File: config.mk
export PLATFORM = sky130hd
export DESIGN_NAME = alu16_arbiter
export DESIGN_NICKNAME = d
export VERILOG_FILES = /design/src/rtl/alu16_arbiter.sv
export SDC_FILE = /design/constraint.sdc
export NUM_CORES = 1
export LEC_CHECK = 0
export BUFFER_PORTS_ARGS = -buffer_cell sky130_fd_sc_hd__buf_4
export CORE_UTILIZATION = 30
export CTS_BUF_LIST = sky130_fd_sc_hd__clkbuf_8 sky130_fd_sc_hd__clkbuf_16
export CTS_CLUSTER_SIZE = 25
export DETAILED_ROUTE_END_ITERATION = 7
export PLACE_DENSITY = 0.64
export SLEW_MARGIN = 20
export SYNTH_ARGS = -nofsm -noshare
export SYNTH_HDL_FRONTEND = slang
export SYNTH_SLANG_ARGS = --single-unit
export TNS_END_PERCENT = 5
File: constraint.sdc
create_clock -name clk -period 3.75 [get_ports clk]
set_input_delay 0.1875 -clock clk [delete_from_list [all_inputs] [get_ports clk]]
set_output_delay 0.1875 -clock clk [all_outputs]
set_load 0.02 [all_outputs]
File: src/rtl/alu16_arbiter.sv
// Round-robin sequencer sharing one combinational ALU between two requesters.
// Operands are latched at grant; the result is registered and handed back with a done pulse.
module alu16_arbiter #(
    parameter int WIDTH = 16,
    parameter int CTLW  = 6
) (
    input  logic             clk,
    input  logic             rst,
    input  logic             req0,
    input  logic [WIDTH-1:0] a0,
    input  logic [WIDTH-1:0] b0,
    input  logic [CTLW-1:0]  ctl0,
    input  logic             req1,
    input  logic [WIDTH-1:0] a1,
    input  logic [WIDTH-1:0] b1,
    input  logic [CTLW-1:0]  ctl1,
    output logic             done0,
    output logic             done1,
    output logic [WIDTH-1:0] result,
    output logic             busy,
    output logic [WIDTH-1:0] alu_a,
    output logic [WIDTH-1:0] alu_b,
    output logic [CTLW-1:0]  alu_ctl,
    input  logic [WIDTH-1:0] alu_y
);

    typedef enum logic [1:0] {
        IDLE = 2'd0,
        EXEC = 2'd1,
        DONE = 2'd2
    } state_t;

    state_t           state;
    state_t           state_n;
    logic             prio;
    logic             gnt;
    logic             take;
    logic             sel;
    logic [WIDTH-1:0] a_q;
    logic [WIDTH-1:0] b_q;
    logic [CTLW-1:0]  ctl_q;
    logic [WIDTH-1:0] res_q;

    // With both requesting, prio decides; otherwise the lone requester wins.
    always_comb begin
        state_n = state;
        take    = 1'b0;
        sel     = prio;
        unique case (state)
            IDLE: begin
                if (req0 || req1) begin
                    take    = 1'b1;
                    sel     = (req0 && req1) ? prio : req1;
                    state_n = EXEC;
                end
            end
            EXEC:    state_n = DONE;
            DONE:    state_n = IDLE;
            default: state_n = IDLE;
        endcase
    end

    always_ff @(posedge clk or posedge rst) begin
        if (rst) begin
            state <= IDLE;
            prio  <= 1'b0;
            gnt   <= 1'b0;
            a_q   <= '0;
            b_q   <= '0;
            ctl_q <= '0;
            res_q <= '0;
        end else begin
            state <= state_n;
            if (take) begin
                gnt   <= sel;
                a_q   <= sel ? a1 : a0;
                b_q   <= sel ? b1 : b0;
                ctl_q <= sel ? ctl1 : ctl0;
            end
            if (state == EXEC) begin
                res_q <= alu_y;
            end
            if (state == DONE) begin
                prio <= ~gnt;
            end
        end
    end

    // Done is decoded from state so a reset clears it without waiting for an edge.
    assign done0   = (state == DONE) && !gnt;
    assign done1   = (state == DONE) && gnt;
    assign busy    = (state != IDLE);
    assign result  = res_q;
    assign alu_a   = a_q;
    assign alu_b   = b_q;
    assign alu_ctl = ctl_q;

endmodule

==> results.toml, run 1 <==
[run_status]
status = "complete, no violations"

[cts]
cts_resized = 0
cts_buffers = 9
cts_tree = "done"
clkSinkCount = 58
clock_latency_ns = 0.32
path_clk_slew_ns = 0.06
ctsHtreeMaxLevel = 3
hold_buffers = 1
clockBufferDepth = 2
post_cts_buffers = 0
root_buffer = "clkbuf_8"

[logic_synthesis]
synthCells = 221
synth_area_sq_um = 2530
syn_nets = 317
yosysSeqAreaShare = 0.573
yosysWarnings = 0
ys_types = 22
avgSynthCellArea_sq_um = 11.5
synth-seq-cells = 58

[global_routing]
grt_pass1_wl_um = 9360
grt_max_degree = 42
first_global_vias = 2010
grt-ovfl-total = 0
antenna_found_initial = 0
grt_usage = 0.139

[setup_path]
path_max_fanout = 15
path_class = "reg -> reg"
path_cells = "or4b_1 -> o211ai_4 -> buf_16 -> buf_4 -> mux2i_1 -> o21ai_0"
worst-endpoint-required_ns = 3.93
end_kind = "flip-flop"
worst_r2r_path_depth = 6
regToRegSetupSlack_ns = 1.44
r2r_end = "alu_b[12]$_DFFE_PP0P_"
critPathArrivalTime_ns = 2.48
start_kind = "flip-flop"
critPathMaxStageDelay_ns = 0.58
reg2reg_from = "state[0]$_DFFE_PP0P_"
slowest_stage = "or4b_1"

[sta]
fin_worst_skew_ns = 0.00488
min_period_ns = 2.31
min_period_over_period = 0.616
slew_viol_final = 0
worst_pin_slew_ns = 0.791
rsz0062_at_grt = "false"
finalHoldViolations = 0
slew_headroom = 0.473
setup_tns_ns = 0
finalSetupViolations = 0
max_freq_ghz = 0.433

[routing]
vias = 2067
vias_per_cell = 4.29
first_pass_iters = 4
routed_wl_um = 6020
drc_errors = 0
drtAntennaViolNets = 0
initialDrtViolationCount = 47
wl_per_cell_um = 12.5

[hold_path]
hp-start = "alu_y[5]"
min_path_cells = 2
hp-class = "in -> reg"
worst_hold_path.endpoint = "result[5]$_DFFE_PP0N_"

[floorplan]
num_io_pins = 153
coreArea_sq_um = 8180
fp-row-count = 33
start_util = 0.310
die_x_um = 93.9
die_area_sq_um = 8810
die_y_um = 93.9

[power]
p_leak_nw = 2.02
post-layout-total-power_mw = 3.44
power_per_cell_area_nw_per_um2 = 867
ir_worst_vdd_mv = 0.300

[final_layout]
fillers = 776
antenna_cells = 0
final_nets = 470
drive_gt1_frac = 0.507
area_growth_pct = 56.6

[placement]
hpwl_um = 4550
place_congestion = 0.654
placement.io_buffers = 152

[run]
cap_violations = 0
## registers in the layout, summed over array words and instances (netlist names)
signal / flops
alu_a: 16
alu_b: 16
alu_ctl: 6
gnt: 1
prio: 1
result: 16
state: 2
## kinds of logic after synthesis
| group | after synthesis | synth area share |
|---|---|---|
| flops | 58 | 0.573 |
| mux | 54 | 0.221 |
| simple gates | 49 | 0.0820 |
| compound gates | 41 | 0.0840 |
| buf+inv | 19 | 0.0395 |
## layout make-up
type	count	area, sq um	area share
flip-flops and latches	58	1450	0.366
multi-input cells	144	990	0.250
well taps	105	131	0.0331
clock buffers	12	165	0.0416
repair buffers	157	1200	0.303
clock inverters	2	12.5	0.00315
inverters	4	15.0	0.00379
## per-stage QoR
| stage | cells | setup WS, ns | cell area [sq um] | hold slack (ns) | util |
|---|---|---|---|---|---|
| 3_5_place_dp | 466 | 1.33 | 3750 | 0.237 | 0.459 |
| 5_1_grt | 482 | 1.31 | 3970 | 0.0745 | 0.485 |
| 3_3_place_gp | 466 | 1.44 | 3750 | 0.229 | 0.459 |
| 4_1_cts | 481 | 1.32 | 3940 | 0.0707 | 0.482 |
| 2_1_floorplan | 221 | 2.02 | 2530 | 0.338 | - |
| 6_report | 482 | 1.44 | 3970 | 0.0908 | 0.485 |
## synth_stat cells
| cell | n | share of area |
|---|---|---|
| mux2i_1 | 38 | 0.15 |
| mux2_2 | 16 | 0.071 |
| or4b_1 | 1 | 0.0040 |
| inv_1 | 4 | 0.0059 |
| nand2_1 | 39 | 0.058 |
| nor3_1 | 1 | 0.0020 |
| nor2_1 | 2 | 0.0030 |
| nand2b_1 | 1 | 0.0025 |
| dfrtp_1 | 58 | 0.57 |
| buf_6 | 1 | 0.0044 |
| buf_4 | 2 | 0.0059 |
| a21oi_1 | 1 | 0.0020 |
| clkbuf_1 | 9 | 0.013 |
| nor3b_1 | 1 | 0.0030 |
| buf_8 | 1 | 0.0059 |
| buf_2 | 2 | 0.0040 |
| or2_2 | 2 | 0.0049 |
| o21ai_0 | 30 | 0.059 |
| o211ai_2 | 1 | 0.0049 |
| or2_1 | 1 | 0.0025 |
| and3_1 | 1 | 0.0025 |
| o21ai_1 | 9 | 0.018 |
## routing by layer
| metal | track usage | vias to the layer above | wire length [um] |
|---|---|---|---|
| li1 | - | 1058 | - |
| met5 | 0 | - | 0 |
| met1 | 0.169 | 909 | 2530 |
| met3 | 0.0437 | 10 | 530 |
| met4 | 0.0577 | 0 | 89 |
| met2 | 0.226 | 90 | 2870 |
## report_power, final
part / switching (mW) / leakage [nW] / internal [mW]
registers: 0.171 / 0.701 / 0.944
clock network: 0.222 / 0.0903 / 0.285
logic: 0.970 / 1.23 / 0.846
total: 1.36 / 2.02 / 2.08
## worst max path at each step
| stage | cells after the start | slack, ns | startpoint | endpoint |
|---|---|---|---|---|
| after CTS | 5 | 1.32 | state[0]$_DFFE_PP0P_ | alu_b[12]$_DFFE_PP0P_ |
| after global placement | 5 | 1.44 | state[0]$_DFFE_PP0P_ | alu_b[14]$_DFFE_PP0P_ |
| final | 6 | 1.44 | state[0]$_DFFE_PP0P_ | alu_b[12]$_DFFE_PP0P_ |
| after global routing | 6 | 1.31 | state[0]$_DFFE_PP0P_ | alu_b[15]$_DFFE_PP0P_ |
| after detailed placement | 5 | 1.33 | state[0]$_DFFE_PP0P_ | alu_b[12]$_DFFE_PP0P_ |
| after floorplan | 6 | 2.02 | state[0]$_DFFE_PP0P_ | alu_b[0]$_DFFE_PP0P_ |
## placed cells by master, fill, tap and decap left out, types with 2 or more instances in the layout
| master | n |
|---|---|
| buf_4 | 155 |
| clkbuf_8 | 12 |
| dfrtp_1 | 58 |
| inv_1 | 3 |
| mux2_2 | 16 |
| mux2i_1 | 38 |
| nand2_1 | 39 |
| nor2_1 | 2 |
| o21ai_0 | 30 |
| o21ai_1 | 9 |
| or2_2 | 3 |
## worst max-delay path, delay by kind of cell (launching register included)
family                 cells  cell delay, ns
flip-flops                 1            0.42
buffers and inverters      2            0.50
AND/OR/NAND/NOR            1            0.58
multiplexers               1            0.25
AO/OA/AOI/OAI              2            0.40
Power figures use the tool's default switching activity.
==> run 2, diff against run 1 <==
Clock period 3.75 ns to 2.15 ns, I/O delays scaled along.
==> run 2 against run 1 <==
Effect of this change:
- clock skew hardly changed
- power is 80% higher
- clock power is 100% higher
- via count is 2.9% higher
- final cell count is 1.2% higher
- combinational power is 77% higher
- global-route usage is 0.60 points higher
- sequential power is 76% higher
- cell area is 1.9% higher
- non-clock buffer count is 5 higher
==> results.toml, run 2 (synthesis gave the netlist of run 1 again) <==
[sta]
slew_viol_final = 0
finalWorstSetupSlack_ns = 0.279
max_freq_ghz = 0.534
slew_headroom = 0.743
min_period_over_period = 0.870
worst_pin_slew_ns = 0.386
rsz0062_at_grt = "false"
finalSetupViolations = 0
setup_tns_ns = 0
min_period_ns = 1.87
finalHoldViolations = 0
fin_worst_skew_ns = 0.00455
whs_ns = 0.0128

[global_routing]
grt_pass1_wl_um = 9780
grt_max_degree = 47
grt_usage = 0.145
grt-ovfl-total = 0
first_global_vias = 2079
antenna_found_initial = 0

[placement]
placement.io_buffers = 152
preCtsSetupSlack_ns = 0.268
dp.cells = 470
place_congestion = 0.671
hpwl_um = 4680
place_area_sq_um = 3810

[cts]
clkSinkCount = 58
root_buffer = "clkbuf_8"
path_clk_slew_ns = 0.06
ctsHtreeMaxLevel = 3
cts_tree = "done"
cts_resized = 0
cts_buffers = 9
hold_buffers = 3
clockBufferDepth = 2
post_cts_buffers = 0
clock_latency_ns = 0.32

[floorplan]
die_area_sq_um = 8810
fp-row-count = 33
num_io_pins = 153
start_util = 0.310
die_x_um = 93.9
coreArea_sq_um = 8180
die_y_um = 93.9

[run]
cap_violations = 0

[routing]
first_pass_iters = 3
drtAntennaViolNets = 0
wl_per_cell_um = 12.8
vias = 2127
drc_errors = 0
routed_wl_um = 6260
initialDrtViolationCount = 37
vias_per_cell = 4.36

[final_layout]
layout_commonest_cell = "buf_4"
drive_gt1_frac = 0.507
utilization = 0.494
layout_common_cells = "157 x buf_4, 58 x dfrtp_1, 39 x nand2_1, 38 x mux2i_1, 30 x o21ai_0"
final_cell_area_sq_um = 4040
area_growth_pct = 59.5
stdcell_count = 488
antenna_cells = 0
final_nets = 475

[run_status]
status = "complete, no violations"

[hold_path]
hp-class = "in -> reg"

[setup_path]
regToRegSetupSlack_ns = 0.28
end_kind = "flip-flop"
worst-endpoint-required_ns = 2.34
critPathMaxStageDelay_ns = 0.58
critPathArrivalTime_ns = 2.06
worstSetupEndpoint = "alu_a[4]$_DFFE_PP0P_"
path_max_fanout = 17
slowest_stage = "or4b_1"
reg2reg_from = "state[0]$_DFFE_PP0P_"
r2r_end = "alu_a[4]$_DFFE_PP0P_"
worst_r2r_path_depth = 5
path_class = "reg -> reg"
start_kind = "flip-flop"
critPathLaunch = "state[0]$_DFFE_PP0P_"
path_cells = "or4b_1 -> o211ai_4 -> buf_12 -> mux2i_1 -> o21ai_0"

[power]
power_per_cell_area_nw_per_um2 = 1530
p_leak_nw = 2.06
post-layout-total-power_mw = 6.19
ir_worst_vdd_mv = 0.673
==> run 2: cell count changes in the layout (fill, tap and decap cells not counted) <==
cell | before | now
inv_1 | 3 | 4
buf_12 | 0 | 2
dlygate4sd3_1 | 1 | 3
buf_4 | 155 | 157
bufinv_16 | 0 | 1
buf_16 | 1 | 0
clkinvlp_4 | 1 | 0
==> run 2: final cells by class <==
class / instances / area [sq um]
Sequential cell: 58 / 1450
Multi-Input combinational cell: 144 / 990
Tap cell: 105 / 131
Fill cell: 770 / 4140
Clock buffer: 12 / 165
Clock inverter: 3 / 38.8
Inverter: 4 / 15.0
Timing Repair Buffer: 162 / 1250
==> run 2: how the worst min path moves through the flow <==
stage	start	endpoint	slack (ns)	depth (start not counted)
3_5_place_dp	rst	result[15]$_DFFE_PP0N_	0.02	2
6_report	alu_y[7]	result[7]$_DFFE_PP0N_	0.01	2
4_1_cts	alu_y[7]	result[7]$_DFFE_PP0N_	0.00008	2
5_1_grt	alu_y[11]	result[11]$_DFFE_PP0N_	0.002	2
2_1_floorplan	alu_y[10]	result[10]$_DFFE_PP0N_	0.26	1
3_3_place_gp	rst	result[15]$_DFFE_PP0N_	0.01	2
==> run 2: critical path: cells and delay by family (launching register included) <==
family	cells	cell delay [ns]
AND/OR/NAND/NOR	1	0.58
flip-flops	1	0.42
AO/OA/AOI/OAI	2	0.28
buffers and inverters	1	0.22
multiplexers	1	0.22
==> run 2: per-layer routing <==
metal,share of wire,wire [um],track usage,up-vias
met2,0.48,3010,0.243,89
met3,0.090,560,0.0494,4
met1,0.42,2640,0.177,968
met4,0.0072,45,0.0385,0
li1,-,-,-,1066
met5,0,0,0,-
==> run 2: where the power goes <==
part | switching [mW] | total, mW | internal, mW
sequential | 0.300 | 1.95 | 1.65
combinational | 1.71 | 3.22 | 1.51
clock | 0.405 | 1.02 | 0.618
total | 2.41 | 6.19 | 3.77
